File: src/rtl/aska_spi_cfg_master.sv
// aska_spi_cfg_master
//   SPI Mode 0 master that writes configuration words into aska_dig.
//   Each accepted word is shifted out MSB-first inside one SPI_CS-low frame.
//   SPI_CS then stays high for at least GAP_CYC+1 cycles before the next frame.
//
// Build option:
//   ASKA_SPI_CFG_FIFO_EN - adds a FIFO_DEPTH-entry command queue in front of
//                          the FSM. Without it, a single word is held and
//                          cmd_ready is only high while the FSM is idle.
//
// Ports:
//   clk, reset_l              system clock, synchronous active-low reset
//   cmd_valid/cmd_ready       requester handshake; cmd_data is captured on the
//   cmd_data                  edge where both are high
//   SPI_CS, SPI_Clk, SPI_MOSI SPI lines to aska_dig (CS active low, SCK idles low)
//   busy                      frame in progress, including the post-frame gap
//   frame_done                one-cycle pulse as SPI_CS rises after a frame
//   pending                   an accepted word is still waiting to start
//
// state | meaning
// IDLE  | SPI_CS high, waiting for a word
// LOW   | SPI_Clk low half-period, MOSI holds the current bit
// HIGH  | SPI_Clk high half-period, slave samples MOSI on entry
// HOLD  | SPI_CS still low for one half-period after the last bit
// GAP   | SPI_CS high for GAP_CYC cycles before returning to IDLE

module aska_spi_cfg_master #(
    parameter int FRAME_W    = 16,
    parameter int CLK_DIV    = 4,
    parameter int GAP_CYC    = 8,
    parameter int FIFO_DEPTH = 4
) (
    input  logic               clk,
    input  logic               reset_l,
    input  logic               cmd_valid,
    output logic               cmd_ready,
    input  logic [FRAME_W-1:0] cmd_data,
    output logic               SPI_CS,
    output logic               SPI_Clk,
    output logic               SPI_MOSI,
    output logic               busy,
    output logic               frame_done,
    output logic               pending
);

    if (FRAME_W < 2 || FRAME_W > 32) begin : g_bad_frame_w
        $error("FRAME_W must be in 2..32");
    end
    if (CLK_DIV < 1 || GAP_CYC < 1) begin : g_bad_timing
        $error("CLK_DIV and GAP_CYC must be at least 1");
    end
    if (FIFO_DEPTH < 2 || (FIFO_DEPTH & (FIFO_DEPTH - 1)) != 0) begin : g_bad_depth
        $error("FIFO_DEPTH must be a power of 2 and at least 2");
    end

    localparam int CNT_MAX = (CLK_DIV > GAP_CYC) ? CLK_DIV : GAP_CYC;
    localparam int CNT_W   = $clog2(CNT_MAX + 1);
    localparam int BIT_W   = $clog2(FRAME_W);

    localparam logic [CNT_W-1:0] DIV_LOAD = CNT_W'(CLK_DIV - 1);
    localparam logic [CNT_W-1:0] GAP_LOAD = CNT_W'(GAP_CYC - 1);
    localparam logic [BIT_W-1:0] LAST_BIT = BIT_W'(FRAME_W - 1);

    typedef enum logic [2:0] {IDLE, LOW, HIGH, HOLD, GAP} state_t;

    state_t             state;
    logic [CNT_W-1:0]   div_cnt;
    logic [BIT_W-1:0]   bit_cnt;
    logic [FRAME_W-1:0] shreg;

    logic               push;
    logic               start;
    logic               word_avail;
    logic [FRAME_W-1:0] word_data;

    assign push  = cmd_valid && cmd_ready;
    assign start = (state == IDLE) && word_avail;

`ifdef ASKA_SPI_CFG_FIFO_EN
    localparam int PTR_W = $clog2(FIFO_DEPTH);
    localparam logic [PTR_W:0] FULL_CNT = (PTR_W + 1)'(FIFO_DEPTH);

    logic [FRAME_W-1:0] fifo_mem [FIFO_DEPTH];
    logic [PTR_W-1:0]   wr_ptr;
    logic [PTR_W-1:0]   rd_ptr;
    logic [PTR_W:0]     fifo_cnt;
    logic [PTR_W:0]     fifo_cnt_nxt;
    logic               avail_q;

    // avail_q lags the occupancy by one cycle, so a word pushed into an empty
    // queue reaches the FSM one edge later than it would without the queue.
    assign word_avail = avail_q && (fifo_cnt != '0);
    assign word_data  = fifo_mem[rd_ptr];

    always_comb begin
        fifo_cnt_nxt = fifo_cnt;
        if (push && !start) begin
            fifo_cnt_nxt = fifo_cnt + 1'b1;
        end else if (!push && start) begin
            fifo_cnt_nxt = fifo_cnt - 1'b1;
        end
    end

    always_ff @(posedge clk) begin
        if (push) begin
            fifo_mem[wr_ptr] <= cmd_data;
        end
    end

    always_ff @(posedge clk) begin
        if (!reset_l) begin
            wr_ptr    <= '0;
            rd_ptr    <= '0;
            fifo_cnt  <= '0;
            avail_q   <= 1'b0;
            cmd_ready <= 1'b0;
            pending   <= 1'b0;
        end else begin
            if (push) begin
                wr_ptr <= wr_ptr + 1'b1;
            end
            if (start) begin
                rd_ptr <= rd_ptr + 1'b1;
            end
            fifo_cnt  <= fifo_cnt_nxt;
            avail_q   <= (fifo_cnt != '0);
            cmd_ready <= (fifo_cnt_nxt != FULL_CNT);
            pending   <= (fifo_cnt_nxt != '0);
        end
    end
`else
    logic               hold_v;
    logic [FRAME_W-1:0] hold_word;

    assign word_avail = hold_v;
    assign word_data  = hold_word;
    assign pending    = 1'b0;

    always_ff @(posedge clk) begin
        if (push) begin
            hold_word <= cmd_data;
        end
    end

    // cmd_ready is high only while idle with nothing held; it re-opens on the
    // edge that returns the FSM from GAP to IDLE.
    always_ff @(posedge clk) begin
        if (!reset_l) begin
            hold_v    <= 1'b0;
            cmd_ready <= 1'b0;
        end else begin
            if (push) begin
                hold_v <= 1'b1;
            end else if (start) begin
                hold_v <= 1'b0;
            end
            cmd_ready <= !push && !hold_v &&
                         ((state == IDLE) || (state == GAP && div_cnt == '0));
        end
    end
`endif

    always_ff @(posedge clk) begin
        if (!reset_l) begin
            state      <= IDLE;
            div_cnt    <= '0;
            bit_cnt    <= '0;
            shreg      <= '0;
            SPI_CS     <= 1'b1;
            SPI_Clk    <= 1'b0;
            SPI_MOSI   <= 1'b0;
            busy       <= 1'b0;
            frame_done <= 1'b0;
        end else begin
            frame_done <= 1'b0;
            case (state)
                IDLE: begin
                    if (word_avail) begin
                        shreg    <= word_data;
                        SPI_CS   <= 1'b0;
                        SPI_MOSI <= word_data[FRAME_W-1];
                        busy     <= 1'b1;
                        bit_cnt  <= '0;
                        div_cnt  <= DIV_LOAD;
                        state    <= LOW;
                    end
                end
                LOW: begin
                    if (div_cnt == '0) begin
                        SPI_Clk <= 1'b1;
                        div_cnt <= DIV_LOAD;
                        state   <= HIGH;
                    end else begin
                        div_cnt <= div_cnt - 1'b1;
                    end
                end
                HIGH: begin
                    if (div_cnt == '0) begin
                        SPI_Clk <= 1'b0;
                        div_cnt <= DIV_LOAD;
                        if (bit_cnt == LAST_BIT) begin
                            state <= HOLD;
                        end else begin
                            // next bit goes out together with the falling SCK
                            bit_cnt  <= bit_cnt + 1'b1;
                            shreg    <= {shreg[FRAME_W-2:0], 1'b0};
                            SPI_MOSI <= shreg[FRAME_W-2];
                            state    <= LOW;
                        end
                    end else begin
                        div_cnt <= div_cnt - 1'b1;
                    end
                end
                HOLD: begin
                    if (div_cnt == '0) begin
                        SPI_CS     <= 1'b1;
                        SPI_MOSI   <= 1'b0;
                        frame_done <= 1'b1;
                        div_cnt    <= GAP_LOAD;
                        state      <= GAP;
                    end else begin
                        div_cnt <= div_cnt - 1'b1;
                    end
                end
                GAP: begin
                    if (div_cnt == '0) begin
                        busy  <= 1'b0;
                        state <= IDLE;
                    end else begin
                        div_cnt <= div_cnt - 1'b1;
                    end
                end
                default: state <= IDLE;
            endcase
        end
    end

endmodule

File: config.mk
export PLATFORM = sky130hd
export DESIGN_NAME = aska_spi_cfg_master
export DESIGN_NICKNAME = d
export VERILOG_FILES = /design/src/rtl/aska_spi_cfg_master.sv
export SDC_FILE = /design/constraint.sdc
export NUM_CORES = 1
export LEC_CHECK = 0
export CORE_UTILIZATION = 40
export DETAILED_ROUTE_END_ITERATION = 8
export GPL_TIMING_DRIVEN = 0
export MAX_ROUTING_LAYER = met4
export SLEW_MARGIN = 40
export SYNTH_ARGS = -nofsm -noshare
export SYNTH_HDL_FRONTEND = slang
export SYNTH_SLANG_ARGS = --single-unit
File: constraint.sdc
create_clock -name clk -period 5.2 [get_ports clk]
set_input_delay 1.56 -clock clk [delete_from_list [all_inputs] [get_ports clk]]
set_output_delay 1.56 -clock clk [all_outputs]
set_load 0.005 [all_outputs]
==> results.md, run 1 <==
- Ratio of cells with drive above 1 in the final layout: between 10% and 20%
- Combinational Power Share: around a quarter
- Vias in the first global route: approximately 1500
- WL per Instance: 14.40 µm
- Fin Setup TNS: 0 ns
- Crit path buffers/inverters: 1
- Slew HR: 58.72%
- Crit-path leading delay family: buffers and inverters
- FF-to-FF path depth: 7
- Pwr/cell area: 381.2 nW/µm²
- Reg2Reg Launch Point: div_cnt[0]
- Multi-input logic area: 965.9 µm²
- Sequential cell area: ~1100 µm²
- Tot Pwr: around 1000 µW
- IO buf count: 23
- Final Max Slew Viols: 0
- Post-CTS Setup Bufs: 0
- Row count: 26
- Drt total wl: between 4000 and 5000 µm
- Die area: 5809 µm²
- Initial antenna violation count: 0
- Crit-path max FO: 2
- DRC: 0
- Mapped Cells: 211
- Area of the core: between 5000 and 6000 µm²
- R2r setup slk: between 3 and 4 ns
- CP Launch Point: SPI_CS
- Final setup fails: 0
- Switching share of power: a little under a third
- First-pass GRT wire length: approximately 7600 µm
- Final worst-path cycle share: 52.49%
- Initial DRT Pass Iterations: 4
- RSZ-0062 raised after global routing: no
- Most used DFF post-synth: dfxtp_1
- Synth Area per Inst: around 10 µm²
- Clk sinks: between 40 and 50
- Hold Fails Final Rpt: 0
- CTS tree: built
- Crit path depth: 1
- Status: finished clean
- Worst setup SP type: flip-flop
- Vias: about 1700
- Fillers: slightly above 500
- Post-layout nets: between 200 and 300
- Ys Warns: 0
- Commonest cells after routing, fill and taps aside: 33 x dfxtp_1, 27 x nand2_1, 23 x clkdlybuf4s50_1, 16 x o221a_2, 16 x edfxtp_1
- Synth Net Count: ~230
- Switching Power: just over 300 µW
- Ys async rst share: 0%
- Area growth syn-to-layout: 19.70%
- CP endpoint kind: primary output
- # hold bufs at CTS: 0
- Global-route usage over all layers: about 17%
- Max frequency: between 0.3 and 0.4 GHz
- Gpl congestion: 0.7827
- EDFF count, synth: 16
- ANT cells: 0
- Clock Skew: a little under 0.01 ns
- Part of the power in registers: 46.4%
- Maximum VDD drop: 201.5 µV
- Congestion Overflow GR: 0
- Worst hold stages: 1
- H-tree levels: 2
- Ranking of synthesized cells by area: dfxtp_1 30%, edfxtp_1 22%, o221a_2 8.2%, mux2i_1 6.8%, nand2_1 4.6%
- Vias per cell: approximately 5.4
- Final ANT Viol Nets: 0
- I/O Pins: 26
- Insertion delay to the later sink of the worst-skew pair: around 0.31 ns
- Clock slew at reported path FFs: around 0.09 ns
- Largest net degree at the start of global routing: 18
- DRT iter0 DRCs: 99
- CP Class: reg -> out
- Internal: 700.4 µW
- Quantity of gates resized following cts: 0
- Worst Setup EP: SPI_CS
- Synth cell types: 42
- Clock share of power: ~28%
- Post-synthesis sequential area ratio: between 50% and 60%
- Leakage: approximately 0.00093 µW
- Fin cells: approximately 310
- Data arrival time of the worst path: 1.17 ns
- Crit path time final: around 2.7 ns
- Critical Path RT: 3.64 ns
- Final HPWL DP: about 3000 µm
- Min-delay worst type: reg -> reg
- Synthesized area: ~2200 µm²
- Commonest non-fill, non-tap cell in the layout: dfxtp_1
- Worst-case clock buffer depth: 2
- Cells after DPL: approximately 300
- Largest stage delay, worst path: approximately 0.51 ns
- Die width: ~76 µm
- Die height: about 76 µm
- CTS Root Buffer Type: clkbuf_8
- Reg2Reg Capture Point: shreg[6]
- Cell Chain, Critical Path: clkdlybuf4s50_1
- Slowest cell on the critical path: clkdlybuf4s50_1
- Worst Tran Pin Value: 0.6185 ns
- CTS Buf Count: 5
- Number of max-cap violations: 0
- Yosys reg bits: 49
- Starting Density: 42.33%
- Yosys top cell area share: ~30%
- Dominant cell type by area after synthesis: dfxtp_1
==> cell usage after synthesis (3+ instances only) <==
library cell,n
o221a_2,16
nand3_1,10
o21ai_0,11
dfxtp_1,33
inv_1,6
nor3_1,4
a21oi_1,6
a31oi_1,5
o22ai_1,5
a21boi_0,3
nand2b_1,3
mux2i_1,15
nand2_1,27
nor2_1,6
edfxtp_1,16
clkbuf_1,12
==> power by group through the flow <==
stage	combinational (µW)	sequential [µW]	clock [µW]
finish	255	466	284
CTS	256	466	288
global placement	252	475	0
floorplan	186	468	0
detailed placement	254	474	0
global route	282	471	304
==> stage by stage <==
step                      setup WS [ns]  utilization, %  hold WS (ns)  cell area, µm²
final                             2.470           50.67        0.4732            2638
after global routing              2.437           50.67        0.4847            2638
after CTS                         2.456           50.67        0.4708            2638
after detailed placement          2.215           48.44        0.4582            2521
after global placement            2.248           48.44        0.4482            2521
after floorplan                   2.693               -        0.4339            2203
==> sequential cells by signal (all words and copies together), names as in the netlist <==
name,count
hold_word,16
shreg,15
bit_cnt,4
div_cnt,4
state,3
SPI_CS,1
SPI_Clk,1
SPI_MOSI,1
busy,1
cmd_ready,1
frame_done,1
hold_v,1
==> metal layers <==
layer	wire length [µm]	up-vias	GRT usage, %
met5	0	-	-
met4	64	0	6.346
met3	146	6	3.593
met2	2055	26	26.04
met1	2228	811	22.23
li1	-	840	-
==> worst min path at each step <==
stage | start | to | slack [ns]
after global routing | bit_cnt[3] | bit_cnt[3] | 0.48
final | bit_cnt[3] | bit_cnt[3] | 0.47
after floorplan | bit_cnt[3] | bit_cnt[3] | 0.43
after detailed placement | bit_cnt[3] | bit_cnt[3] | 0.46
after CTS | bit_cnt[3] | bit_cnt[3] | 0.47
after global placement | shreg[0] | shreg[0] | 0.45
==> cell type report <==
type / instances / area share, %
clock inverters: 3 / 1.803
flip-flops and latches: 49 / 43.26
clock buffers: 5 / 2.609
repair buffers: 23 / 8.729
inverters: 6 / 0.8539
well taps: 70 / 3.321
multi-input cells: 139 / 36.62
plain buffers: 17 / 2.799
==> worst reg2reg max path, cell delays in order (launching register included) <==
cell     delay [ns]
dfxtp_1        0.36
inv_1          0.08
ha_1           0.28
nor3b_4        0.44
a31oi_4        0.23
nor2_4         0.25
buf_4          0.23
o221a_2        0.20
==> logic make-up after synthesis <==
logic type | count (synthesis) | synth area share (%)
buffers and inverters | 23 | 4.372
flip-flops | 49 | 51.79
other | 1 | 0.1702
adder cells (fa/ha/maj) | 2 | 1.136
AO/OA/AOI/OAI | 53 | 19.02
multiplexers | 15 | 6.814
AND/OR/NAND/NOR | 68 | 16.70
Note: power is estimated with default switching activity, not from simulation.
==> inputs of run 2 (changes only) <==
==> constraint.sdc (replaced) <==
create_clock -name clk -period 2.7 [get_ports clk]
set_input_delay 0.81 -clock clk [delete_from_list [all_inputs] [get_ports clk]]
set_output_delay 0.81 -clock clk [all_outputs]
set_load 0.005 [all_outputs]
==> results of run 2 <==
The final DEF is identical to that of run 1. Status: finished clean.
Main changes from that run: setup slack after placement 2.215 ns -> 0.4645 ns; clock-pin slew on the worst setup and hold paths 0.09 ns -> 0.10 ns; setup slack after layout 2.470 ns -> 0.5742 ns; start point of the critical path SPI_CS -> div_cnt[0]; end point of the critical path SPI_CS -> shreg[6]; register-to-register setup slack 3.07 ns -> 0.57 ns; total power 1005 µW -> 1936 µW; worst IR drop on VDD 201.5 µV -> 388.1 µV
